[config.mk]
export PLATFORM = sky130hd
export DESIGN_NAME = tsn_md_queue_buf
export DESIGN_NICKNAME = d
export VERILOG_FILES = /design/src/rtl/tsn_md_queue_buf.sv
export SDC_FILE = /design/constraint.sdc
export NUM_CORES = 1
export LEC_CHECK = 0
export ABC_AREA = 1
export BUFFER_PORTS_ARGS = -buffer_cell sky130_fd_sc_hd__clkbuf_2
export CORE_MARGIN = 8
export CORE_UTILIZATION = 35
export CTS_BUF_LIST = sky130_fd_sc_hd__clkbuf_16
export DETAILED_ROUTE_END_ITERATION = 6
export PLACE_DENSITY = 0.47
export SLEW_MARGIN = 20
export SYNTH_ARGS = -nofsm -noshare
export SYNTH_HDL_FRONTEND = slang
export SYNTH_SLANG_ARGS = --single-unit
[constraint.sdc]
create_clock -name clk -period 2.53 [get_ports clk]
set_input_delay 0.506 -clock clk [delete_from_list [all_inputs] [get_ports clk]]
set_output_delay 0.506 -clock clk [all_outputs]
set_load 0.005 [all_outputs]
[src/rtl/tsn_md_queue_buf.sv]
// Per-priority metadata buffer feeding the TSN egress scheduler: four FIFO queues
// (q0 highest priority), a registered single-entry pop path and a saturating drop counter.
module tsn_md_queue_buf #(
    parameter int DEPTH = 16,
    parameter int AW    = 4
) (
    input  logic        clk,
    input  logic        rst_n,
    input  logic [7:0]  in_mb_md,
    input  logic        in_mb_md_wr,
    input  logic [1:0]  in_mb_qid,
    input  logic        in_mb_q0_rden,
    input  logic        in_mb_q1_rden,
    input  logic        in_mb_q2_rden,
    input  logic        in_mb_q3_rden,
    output logic [3:0]  out_mb_q_nempty,
    output logic [3:0]  out_mb_q_full,
    output logic [7:0]  out_mb_md,
    output logic        out_mb_md_wr,
    output logic        out_mb_drop,
    output logic [15:0] out_mb_drop_cnt
);

    // Handshake: the write side has no ready; in_mb_md_wr is accepted whenever the target
    // queue is below DEPTH, otherwise it is dropped. On the read side rden is a request and
    // out_mb_md_wr is the valid strobe for out_mb_md, exactly one cycle after the pop edge.
    localparam logic [AW:0] FULL_CNT = (AW + 1)'(DEPTH);

    logic [7:0]    mem [4][DEPTH];
    logic [AW-1:0] wr_ptr [4];
    logic [AW-1:0] rd_ptr [4];
    logic [AW:0]   cnt [4];
    logic [AW:0]   cnt_nxt [4];

    logic [3:0] rden;
    logic [1:0] pop_sel;
    logic       pop_ok;
    logic       wr_ok;
    logic       wr_drop;

    assign rden = {in_mb_q3_rden, in_mb_q2_rden, in_mb_q1_rden, in_mb_q0_rden};

    // Only the highest asserted request is considered; an empty winner pops nothing.
    always_comb begin
        pop_sel = 2'd3;
        if (rden[0])      pop_sel = 2'd0;
        else if (rden[1]) pop_sel = 2'd1;
        else if (rden[2]) pop_sel = 2'd2;
        pop_ok  = (|rden) && (cnt[pop_sel] != '0);
        wr_ok   = in_mb_md_wr && (cnt[in_mb_qid] != FULL_CNT);
        wr_drop = in_mb_md_wr && (cnt[in_mb_qid] == FULL_CNT);
        for (int i = 0; i < 4; i++) begin
            cnt_nxt[i] = cnt[i];
            if (wr_ok && (in_mb_qid == 2'(i)))
                cnt_nxt[i] = cnt_nxt[i] + (AW + 1)'(1);
            if (pop_ok && (pop_sel == 2'(i)))
                cnt_nxt[i] = cnt_nxt[i] - (AW + 1)'(1);
        end
    end

    // Storage carries no reset; its contents are meaningless until written.
    always_ff @(posedge clk) begin
        if (wr_ok)
            mem[in_mb_qid][wr_ptr[in_mb_qid]] <= in_mb_md;
    end

    always_ff @(posedge clk or negedge rst_n) begin
        if (!rst_n) begin
            for (int i = 0; i < 4; i++) begin
                wr_ptr[i] <= '0;
                rd_ptr[i] <= '0;
                cnt[i]    <= '0;
            end
            out_mb_q_nempty <= 4'd0;
            out_mb_q_full   <= 4'd0;
            out_mb_md       <= 8'd0;
            out_mb_md_wr    <= 1'b0;
            out_mb_drop     <= 1'b0;
            out_mb_drop_cnt <= 16'd0;
        end else begin
            for (int i = 0; i < 4; i++) begin
                cnt[i]             <= cnt_nxt[i];
                out_mb_q_nempty[i] <= (cnt_nxt[i] != '0);
                out_mb_q_full[i]   <= (cnt_nxt[i] == FULL_CNT);
            end
            if (wr_ok)
                wr_ptr[in_mb_qid] <= wr_ptr[in_mb_qid] + AW'(1);
            if (pop_ok) begin
                rd_ptr[pop_sel] <= rd_ptr[pop_sel] + AW'(1);
                out_mb_md       <= mem[pop_sel][rd_ptr[pop_sel]];
                out_mb_md_wr    <= 1'b1;
            end else begin
                out_mb_md       <= 8'd0;
                out_mb_md_wr    <= 1'b0;
            end
            out_mb_drop <= wr_drop;
            if (wr_drop && (out_mb_drop_cnt != 16'hFFFF))
                out_mb_drop_cnt <= out_mb_drop_cnt + 16'd1;
        end
    end

endmodule

==> qor.txt, run 1 <==
sink of the worst hold path -> mem[2][125]
DR pass1 iterations -> 7
CTS tree -> yes
first-pass GRT wire length -> 103000 um
Worst setup SP type -> register
Syn Nets -> 1985
worst hold stages -> 1
Seq/Total Area, Yosys -> 0.727
most frequent cells in the layout -> edfxtp_1, nor2_1, nand2_1, buf_4, o22ai_1
CP endpoint kind -> register
FF-to-FF Start -> cnt[14]
crit-path most repeated cell -> nand2_1
Netlist cell types -> 38
DIE WIDTH -> 279 um
r2r worst-path depth -> 12
DRT iter0 DRCs -> 1152
Synth area leaders -> edfxtp_1, dfrtp_1, nor2_1
residual DRC count -> 1
Worst EP arrival -> 2.66 ns
Crit Path Class -> register to register
end of the worst register-to-register path -> mem[0][18]
n_diodes -> 0
top_reg_cell synth -> edfxtp_1
synth warn -> 0
Critical-path top delay cell -> dfrtp_1
final worst slack -> 0.167 ns
Leak -> 11.2 nW
via count -> 16.2k
Total GRT Usage -> 0.175
post-detailed-routing wire length -> 68100 um
layout cell share with drive strength beyond 1 -> 0.222
FILL cells -> 6353
VDD IR max -> 0.484 mV
cell family with most CP delay -> simple AND/OR/NAND/NOR gates
drt wl/cell -> 21.5 um
Post-DRT Antenna Nets -> 0
Tmin final -> 2.36 ns
worst skew pair latency -> 0.60 ns
Avg Cell Area, Syn -> 12.3 um2
setup TNS -> 0 ns
violated checks -> design-rule violations
placed inst area -> 28000 um2
Final Cycle Share -> 0.934
worst-margin pin slew -> 0.878 ns
core area -> 68500 um2
height of the die -> 279 um
Critical Path RT -> 2.83 ns
Hold Crit Class -> primary input to register
CTS clk-pin slew, worst paths -> 0.06 ns
Yosys reg bits -> 598
clock root cell -> clkbuf_16
Crit Path Max Fanout -> 8
largest net degree at the start of global routing -> 65
max-cap violation count -> 0
vias in the first global route -> 16.6k
asr flop ratio synth -> 0.144
cts bufs inserted -> 67
status -> finished, violations left
cells after synthesis -> 1954
hold_sp -> in_mb_md[5]
Via density -> 5.12
Power Density -> 900 nW/um2
count of final hold-check violations -> 0
number of setup violations in the final report -> 0
r2r setup slk -> 0.17 ns
Initial Util -> 0.352
Post-synth EDFFs -> 512
final count of pins violating max slew -> 0
row cnt -> 96
Max Freq -> 423 MHz
area grow syn2layout -> 25.3%
final net count -> 2264
Port Buffers -> 50
fin area -> 30200 um2
I/O pins -> 51
most common library cell in the layout ignoring fill and taps -> edfxtp_1
biggest area consumer among synthesized cells -> edfxtp_1
clock tree buffer depth -> 3
Detailed Place HPWL -> 43900 um
clock skew -> 0.0230 ns
worst path bufs/invs -> 4
# H-tree levels -> 3
Post-Place Worst Slack -> -0.340 ns
max incr delay on CP -> 0.37 ns
Yosys top cell area share -> 0.637
GP Congestion -> 0.790
Die Area -> 77600 um2
Rel. slew slack -> 0.415
antenna violations before repair -> 0
worst-path cell chain -> inv_2, nor2_2, a21oi_1, nand2_1, nand2_4, buf_12, nand2_1, nor2_1, buf_4, nand2_1, nor2_2, buf_12
clk sinks -> 598
total congestion overflow -> 0
Mapped Area -> 24100 um2
## final cells by class
class	count	area, um2	share of cell area
flip-flops and latches	598	17500	0.580
multi-input cells	1174	6080	0.201
repair buffers	301	3050	0.101
clock buffers	71	1780	0.0588
well taps	882	1100	0.0365
inverters	91	347	0.0115
clock inverters	46	340	0.0113
## through the flow
step,std cells,hold slack (ns),utilization,power [mW]
2_1_floorplan,1954,0.210,-,14.8
3_3_place_gp,3041,0.467,0.408,17.8
3_5_place_dp,3041,0.474,0.408,17.8
4_1_cts,3159,0.287,0.439,27.3
5_1_grt,3163,0.286,0.441,28.5
6_report,3163,0.297,0.441,27.2
## metal layers
metal | share of wire | GRT usage
met4 | 0.027 | 0.0520
met2 | 0.47 | 0.284
met1 | 0.46 | 0.239
met5 | 0 | 0
met3 | 0.046 | 0.0302
## state kept, by name, summed over array words and instances (netlist names)
register         flops
mem                512
cnt                 20
out_mb_drop_cnt     16
rd_ptr              16
wr_ptr              16
out_mb_md            8
out_mb_q_full        4
out_mb_q_nempty      4
out_mb_drop          1
out_mb_md_wr         1
## worst max path at each step
| stage | cells after the start | endpoint | startpoint | slack, ns |
|---|---|---|---|---|
| final | 12 | mem[0][18] | cnt[14] | 0.17 |
| after detailed placement | 13 | mem[3][4] | in_mb_qid[0] | -0.34 |
| after global routing | 16 | out_mb_q_nempty[0] | cnt[6] | -0.01 |
| after global placement | 13 | mem[0][3] | in_mb_qid[0] | -0.29 |
| after floorplan | 10 | mem[3][32] | in_mb_qid[1] | -0.02 |
| after CTS | 17 | out_mb_q_nempty[1] | cnt[12] | 0.05 |
## repair_timing
action                                  4_1_cts  5_1_grt
resized for setup                             0       29
endpoints found under the hold margin        28        0
endpoints found under the setup margin        0      257
setup buffers                                 0        3
hold buffers                                  1        0
## report_power, final
part           switching, mW  internal [mW]
Clock                   3.86           5.56
Combinational           3.70           2.33
Sequential             0.339           11.4
Total                   7.90           19.3
## kinds of logic after synthesis
family	after synthesis	synth area share
xor+xnor	31	0.0113
flops	598	0.727
fa+ha+maj	14	0.00726
buf+inv	182	0.0311
simple gates	778	0.136
compound gates	351	0.0882
## cell usage after synthesis (2+ instances only)
master	instances
ha_1	14
nor2_2	10
nor2_1	366
inv_2	10
nor4_1	2
nor3_1	24
inv_1	78
nand3_2	3
nand3b_1	4
clkinv_1	3
nor3_2	2
buf_6	4
clkbuf_1	48
o211ai_1	71
xnor2_1	11
xor2_1	20
nand2_2	4
o221ai_1	3
edfxtp_1	512
nand2_1	230
o22ai_1	130
o21ai_0	88
nand3_1	107
a21oi_1	51
buf_1	10
o21ai_1	3
nand3_4	2
buf_2	29
dfrtp_1	86
nand4_1	21
Power figures use the tool's default switching activity.
==> run 2, diff against run 1 <==
--- a/config.mk
+++ b/config.mk
@@ -7,6 +7,7 @@
 export LEC_CHECK = 0
 export ABC_AREA = 1
 export BUFFER_PORTS_ARGS = -buffer_cell sky130_fd_sc_hd__clkbuf_2
+export CORE_ASPECT_RATIO = 0.9
 export CORE_MARGIN = 8
 export CORE_UTILIZATION = 35
 export CTS_BUF_LIST = sky130_fd_sc_hd__clkbuf_16
==> qor.txt, run 2 (synthesis gave the netlist of run 1 again) <==
Post-DRT Antenna Nets -> 0 (unchanged)
Crit Path Class -> register to register (unchanged)
Power Density -> 899 nW/um2 (was 900 nW/um2)
Via density -> 5.03 (was 5.12)
clock tree buffer depth -> 3 (unchanged)
hold_sp -> in_mb_md[2] (was in_mb_md[5])
I/O pins -> 51 (unchanged)
Hold Crit Class -> primary input to register (unchanged)
Crit Path Max Fanout -> 8 (unchanged)
Total Power -> 27.4 mW (was 27.2 mW)
row cnt -> 91 (was 96)
worst-margin pin slew -> 0.470 ns (was 0.878 ns)
vias in the first global route -> 16.7k (was 16.6k)
status -> finished clean (was finished, violations left)
CP endpoint kind -> register (unchanged)
residual DRC count -> 0 (was 1)
Detailed Place HPWL -> 44200 um (was 43900 um)
Rel. slew slack -> 0.687 (was 0.415)
CTS clk-pin slew, worst paths -> 0.06 ns (about the same)
most frequent cells in the layout -> edfxtp_1, nor2_1, buf_4, nand2_1, o22ai_1 (was edfxtp_1, nor2_1, nand2_1, buf_4, o22ai_1)
worst skew pair latency -> 0.60 ns (about the same)
count of final hold-check violations -> 0 (unchanged)
Max Freq -> 419 MHz (was 423 MHz)
clock skew -> 0.0279 ns (was 0.0230 ns)
number of setup violations in the final report -> 0 (unchanged)
Die Area -> 77600 um2 (about the same)
Seq. cell area -> 17500 um2 (unchanged)
sink of the worst hold path -> mem[3][74] (was mem[2][125])
largest net degree at the start of global routing -> 66 (was 65)
area grow syn2layout -> 26.2% (was 25.3%)
r2r setup slk -> 0.14 ns (was 0.17 ns)
first-pass GRT wire length -> 104000 um (was 103000 um)
worst hold stages -> 1 (unchanged)
drt wl/cell -> 21.4 um (was 21.5 um)
CTS tree -> yes (unchanged)
clock root cell -> clkbuf_16 (unchanged)
max incr delay on CP -> 0.43 ns (was 0.37 ns)
FF-to-FF Start -> cnt[2] (was cnt[14])
via count -> 16.2k (about the same)
Worst EP arrival -> 2.91 ns (was 2.66 ns)
Worst setup SP type -> register (unchanged)
Initial Util -> 0.353 (was 0.352)
VDD IR max -> 0.500 mV (was 0.484 mV)
Leak -> 11.4 nW (was 11.2 nW)
max-cap violation count -> 0 (unchanged)
Critical-path top delay cell -> dfrtp_2 (was dfrtp_1)
Tmin final -> 2.39 ns (was 2.36 ns)
r2r worst-path depth -> 18 (was 12)
crit-path most repeated cell -> nand2_1 (unchanged)
GP Congestion -> 0.822 (was 0.790)
final count of pins violating max slew -> 0 (unchanged)
Final Cycle Share -> 0.944 (was 0.934)
cts bufs inserted -> 66 (was 67)
DRT iter0 DRCs -> 1283 (was 1152)
multi-input logic area -> 6050 um2 (was 6080 um2)
FILL cells -> 6302 (was 6353)
layout cell share with drive strength beyond 1 -> 0.233 (was 0.222)
worst-path cell chain -> nor2_1, nand2_1, nand2_1, nand2_1, nor2_4, nand2_4, buf_12, nand3_4, nand2_1, nand2_1, inv_1, ha_2, nand2_1, nand2_1, nand3_2, nor2_4, nand2_1, nor2_1 (was inv_2, nor2_2, a21oi_1, nand2_1, nand2_4, buf_12, nand2_1, nor2_1, buf_4, nand2_1, nor2_2, buf_12)
antenna violations before repair -> 0 (unchanged)
WHS -> 0.380 ns (was 0.297 ns)
clk sinks -> 598 (unchanged)
total congestion overflow -> 0 (unchanged)
max reg flops -> 512 (unchanged)
# H-tree levels -> 3 (unchanged)
n_diodes -> 0 (unchanged)
unrepaired setup endpoints after global routing -> true
DIE WIDTH -> 293 um (was 279 um)
Total GRT Usage -> 0.176 (was 0.175)
height of the die -> 265 um (was 279 um)
final net count -> 2308 (was 2264)
Port Buffers -> 50 (unchanged)
Critical Path RT -> 3.05 ns (was 2.83 ns)
end of the worst register-to-register path -> out_mb_q_full[2] (was mem[0][18])
most common library cell in the layout ignoring fill and taps -> edfxtp_1 (unchanged)
post-detailed-routing wire length -> 68700 um (was 68100 um)
DR pass1 iterations -> 5 (was 7)
core area -> 68300 um2 (was 68500 um2)
[run 2: cell types whose count changed in the layout (fill, tap and decap cells not counted), sizes merged]
cell | before | now
clkbuf | 121 | 119
clkinv | 26 | 31
inv | 104 | 102
buf | 250 | 296
bufinv | 5 | 6
[run 2: layout make-up]
type                       count  area share
clock buffer                  70      0.0576
clock inverter                50      0.0124
timing repair buffer         346       0.108
tap                          883      0.0363
inverter                      91      0.0114
multi-input combinational   1174       0.199
sequential                   598       0.576
[run 2: layer usage]
metal	global-route usage	wire, um	up-vias
met4	0.0415	1320	0
met1	0.238	31100	7998
li1	-	-	7738
met2	0.297	33100	334
met5	0	0	-
met3	0.0287	3070	98
[run 2: report_power, final]
part           switching, mW  total (mW)  internal (mW)
clock network           3.84        9.44           5.60
registers              0.375        11.8           11.4
logic                   3.69        6.16           2.46
[run 2: worst max-delay path by stage]
| stage | slack, ns | from | cells past startpoint | end |
|---|---|---|---|---|
| global route | -0.05 | cnt[8] | 18 | out_mb_q_full[2] |
| global placement | -0.31 | in_mb_qid[0] | 13 | mem[2][68] |
| floorplan | -0.02 | in_mb_qid[1] | 10 | mem[3][32] |
| CTS | 0.002 | cnt[13] | 18 | out_mb_q_full[2] |
| finish | 0.14 | cnt[2] | 18 | out_mb_q_full[2] |
| detailed placement | -0.29 | in_mb_qid[0] | 13 | mem[0][72] |
[run 2: timing repair]
item,CTS,global route
endpoints found under the hold margin,33,0
hold buffers,1,0
setup buffers,0,10
gates resized for setup,0,24
endpoints found under the setup margin,0,148
[run 2: critical path, delay by kind of cell (launching register included)]
| kind | cells | cell delay (ns) |
|---|---|---|
| buf+inv | 2 | 0.21 |
| simple gates | 15 | 1.40 |
| flops | 1 | 0.43 |
| fa+ha+maj | 1 | 0.30 |
[run 2: per-stage QoR]
| step | cells | setup TNS [ns] | util | worst slack, ns | instance area [um2] |
|---|---|---|---|---|---|
| 2_1_floorplan | 1954 | -4.06 | - | -0.0223 | 24200 |
| 3_3_place_gp | 3081 | -108.44 | 0.412 | -0.309 | 28200 |
| 3_5_place_dp | 3081 | -114.35 | 0.412 | -0.293 | 28200 |
| 4_1_cts | 3202 | 0 | 0.444 | 0.00246 | 30300 |
| 5_1_grt | 3212 | -0.141 | 0.446 | -0.0509 | 30400 |
| 6_report | 3212 | 0 | 0.446 | 0.143 | 30400 |
==> run 3, diff against run 2 <==
--- a/config.mk
+++ b/config.mk
@@ -5,7 +5,6 @@
 export SDC_FILE = /design/constraint.sdc
 export NUM_CORES = 1
 export LEC_CHECK = 0
-export ABC_AREA = 1
 export BUFFER_PORTS_ARGS = -buffer_cell sky130_fd_sc_hd__clkbuf_2
 export CORE_ASPECT_RATIO = 0.9
 export CORE_MARGIN = 8
==> constraint.sdc (replaced) <==
create_clock -name clk -period 2.7 [get_ports clk]
set_input_delay 0.54 -clock clk [delete_from_list [all_inputs] [get_ports clk]]
set_output_delay 0.54 -clock clk [all_outputs]
set_load 0.005 [all_outputs]
==> qor.txt, run 3 <==
final net count -> 2006 (was 2308)
Post-Place Worst Slack -> -0.592 ns (was -0.293 ns)
Die Area -> 79600 um2 (was 77600 um2)
height of the die -> 268 um (was 265 um)
clock tree buffer depth -> 3 (unchanged)
violated checks -> negative setup slack
most frequent cell after synthesis -> edfxtp_1 (unchanged)
Post-synth top cells -> edfxtp_1, nand2_1, nor2_1 (was edfxtp_1, nor2_1, nand2_1)
Total GRT Usage -> 0.172 (was 0.176)
status -> finished, violations left (was finished clean)
drt wl/cell -> 23.1 um (was 21.4 um)
max-cap violation count -> 0 (unchanged)
max incr delay on CP -> 0.59 ns (was 0.43 ns)
vias in the first global route -> 15.6k (was 16.7k)
n_diodes -> 0 (unchanged)
Leak -> 11.2 nW (was 11.4 nW)
DIE WIDTH -> 297 um (was 293 um)
DRT iter0 DRCs -> 1133 (was 1283)
Power Density -> 848 nW/um2 (was 899 nW/um2)
crit-path most repeated cell -> xnor2_1 (was nand2_1)
largest net degree at the start of global routing -> 80 (was 66)
count of final hold-check violations -> 0 (unchanged)
worst-margin pin slew -> 0.876 ns (was 0.470 ns)
antenna violations before repair -> 0 (unchanged)
Crit Path Class -> register to register (unchanged)
CP endpoint kind -> register (unchanged)
layout cell share with drive strength beyond 1 -> 0.320 (was 0.233)
residual DRC count -> 0 (unchanged)
asr flop ratio synth -> 0.144 (unchanged)
Critical Path RT -> 3.17 ns (was 3.05 ns)
cts bufs inserted -> 67 (was 66)
Final Non-Filler Cells -> 2966 (was 3212)
Post-DRT Antenna Nets -> 0 (unchanged)
Yosys reg bits -> 598 (unchanged)
Seq/Total Area, Yosys -> 0.707 (was 0.727)
Via density -> 5.17 (was 5.03)
Syn Nets -> 1689 (was 1985)
clk sinks -> 598 (unchanged)
Placed Cells -> 2823 (was 3081)
Avg Cell Area, Syn -> 15.0 um2 (was 12.3 um2)
VDD IR max -> 0.492 mV (was 0.500 mV)
most common library cell in the layout ignoring fill and taps -> edfxtp_1 (unchanged)
final worst slack -> -0.331 ns (was 0.143 ns)
CTS clk-pin slew, worst paths -> 0.06 ns (about the same)
Crit Path Max Fanout -> 3 (was 8)
clock root cell -> clkbuf_16 (unchanged)
most frequent cells in the layout -> edfxtp_1, buf_4, nand2_1, dfrtp_1 (was edfxtp_1, nor2_1, buf_4, nand2_1, o22ai_1)
via count -> 15.3k (was 16.2k)
final count of pins violating max slew -> 0 (unchanged)
Rel. slew slack -> 0.416 (was 0.687)
post-detailed-routing wire length -> 68500 um (was 68700 um)
Hold Crit Class -> primary input to async pin (was primary input to register)
Mapped Area -> 24800 um2 (was 24100 um2)
CTS tree -> yes (unchanged)
synth warn -> 0 (unchanged)
Worst EP arrival -> 3.50 ns (was 2.91 ns)
first-pass GRT wire length -> 103000 um (was 104000 um)
cell family with most CP delay -> simple AND/OR/NAND/NOR gates (unchanged)
Final Cycle Share -> 1.12 (was 0.944)
Tmin final -> 3.03 ns (was 2.39 ns)
Netlist cell types -> 72 (was 38)
fin area -> 31500 um2 (was 30400 um2)
Yosys top cell area share -> 0.620 (was 0.637)
Post-synth EDFFs -> 512 (unchanged)
clock skew -> 0.0275 ns (was 0.0279 ns)
Initial Util -> 0.354 (was 0.353)
Critical-path top delay cell -> or4_4 (was dfrtp_2)
unrepaired setup endpoints after global routing -> true (unchanged)
GP Congestion -> 0.798 (was 0.822)
setup TNS -> -1.68 ns (was 0 ns)
area grow syn2layout -> 27.0% (was 26.2%)
I/O pins -> 51 (unchanged)
fin util -> 0.449 (was 0.446)
worst-path cell chain -> or4_4, o311ai_4, mux2i_1, ha_2, nand2_2, xnor2_1, xnor2_1, a311o_1, or3_1 (was nor2_1, nand2_1, nand2_1, nand2_1, nor2_4, nand2_4, buf_12, nand3_4, nand2_1, nand2_1, inv_1, ha_2, nand2_1, nand2_1, nand3_2, nor2_4, nand2_1, nor2_1)
Synth area leaders -> edfxtp_1, dfrtp_1, mux4_2 (was edfxtp_1, dfrtp_1, nor2_1)
cells after synthesis -> 1658 (was 1954)
Max Freq -> 330 MHz (was 419 MHz)
Port Buffers -> 50 (unchanged)
max reg flops -> 512 (unchanged)
biggest area consumer among synthesized cells -> edfxtp_1 (unchanged)
total congestion overflow -> 0 (unchanged)
row cnt -> 92 (was 91)
core area -> 70100 um2 (was 68300 um2)
top_reg_cell synth -> edfxtp_1 (unchanged)
worst path bufs/invs -> 0 (was 2)
Detailed Place HPWL -> 45200 um (was 44200 um)
Worst setup SP type -> register (unchanged)
worst skew pair latency -> 0.61 ns (was 0.60 ns)
number of setup violations in the final report -> 20 (was 0)
DR pass1 iterations -> 5 (unchanged)
# H-tree levels -> 3 (unchanged)
placed inst area -> 28900 um2 (was 28200 um2)
run 3: cell count changes in the layout (fill, tap and decap cells not counted), moves of 51 or more:
cell      before  now
inv_1         88   28
nand3_1      106   34
nor2_1       309   63
o211ai_1      71   20
mux2_2         0   64
nor2_2        64    4
o22ai_1      130   39
mux2i_1        0   70
run 3: cell families after synthesis:
kind of cell | share of synthesized area
mux | 0.0931
compound gates | 0.0789
buf+inv | 0.0185
fa+ha+maj | 0.00707
simple gates | 0.0792
xor+xnor | 0.0163
flops | 0.707
run 3: path summary, 6_finish.rpt:
check                           from                  to  slack [ns]  depth (start not counted)
max                          cnt[17]  out_mb_q_nempty[0]       -0.33                          9
min                            rst_n  out_mb_drop_cnt[9]        0.44                          2
max reg2reg                  cnt[17]  out_mb_q_nempty[0]       -0.33                          9
min reg2reg                wr_ptr[0]           wr_ptr[0]        0.46                          1
max in group asynchronous      rst_n        out_mb_md[5]        1.57                          3
min in group clk           wr_ptr[0]           wr_ptr[0]        0.46                          1
run 3: area by class of cell:
cell class / instances / area [um2]
Fill cell: 6219 / 38600
Tap cell: 940 / 1180
Timing Repair Buffer: 349 / 3140
Clock inverter: 50 / 315
Inverter: 14 / 58.8
Clock buffer: 70 / 1750
Sequential cell: 598 / 17500
Multi-Input combinational cell: 945 / 7500
run 3: where the power goes:
part / internal [mW] / switching (mW) / total [mW]
logic: 3.18 / 3.79 / 6.97
clock network: 4.98 / 3.66 / 8.64
registers: 10.7 / 0.345 / 11.1
run 3: metal layers:
layer  GRT usage  up-vias  wire [um]
li1            -     7064          -
met1       0.247     7823      32300
met2       0.272      354      31700
met3      0.0323       89       3250
met4      0.0382        0       1240
met5           0        -          0
run 3: per-stage QoR:
step           hold slack, ns  power, mW
4_1_cts                 0.418       26.6
5_1_grt                 0.447       27.8
3_3_place_gp            0.457       17.5
6_report                0.444       26.7
3_5_place_dp            0.456       17.6
2_1_floorplan           0.244       14.5
run 3: repair_timing:
action	in CTS	in global routing
setup buffers	12	11
setup endpoints to repair	27	261
pin swaps	9	16
endpoints found under the hold margin	32	0
resized for setup	37	34
hold buffers	1	0
gates cloned	0	0
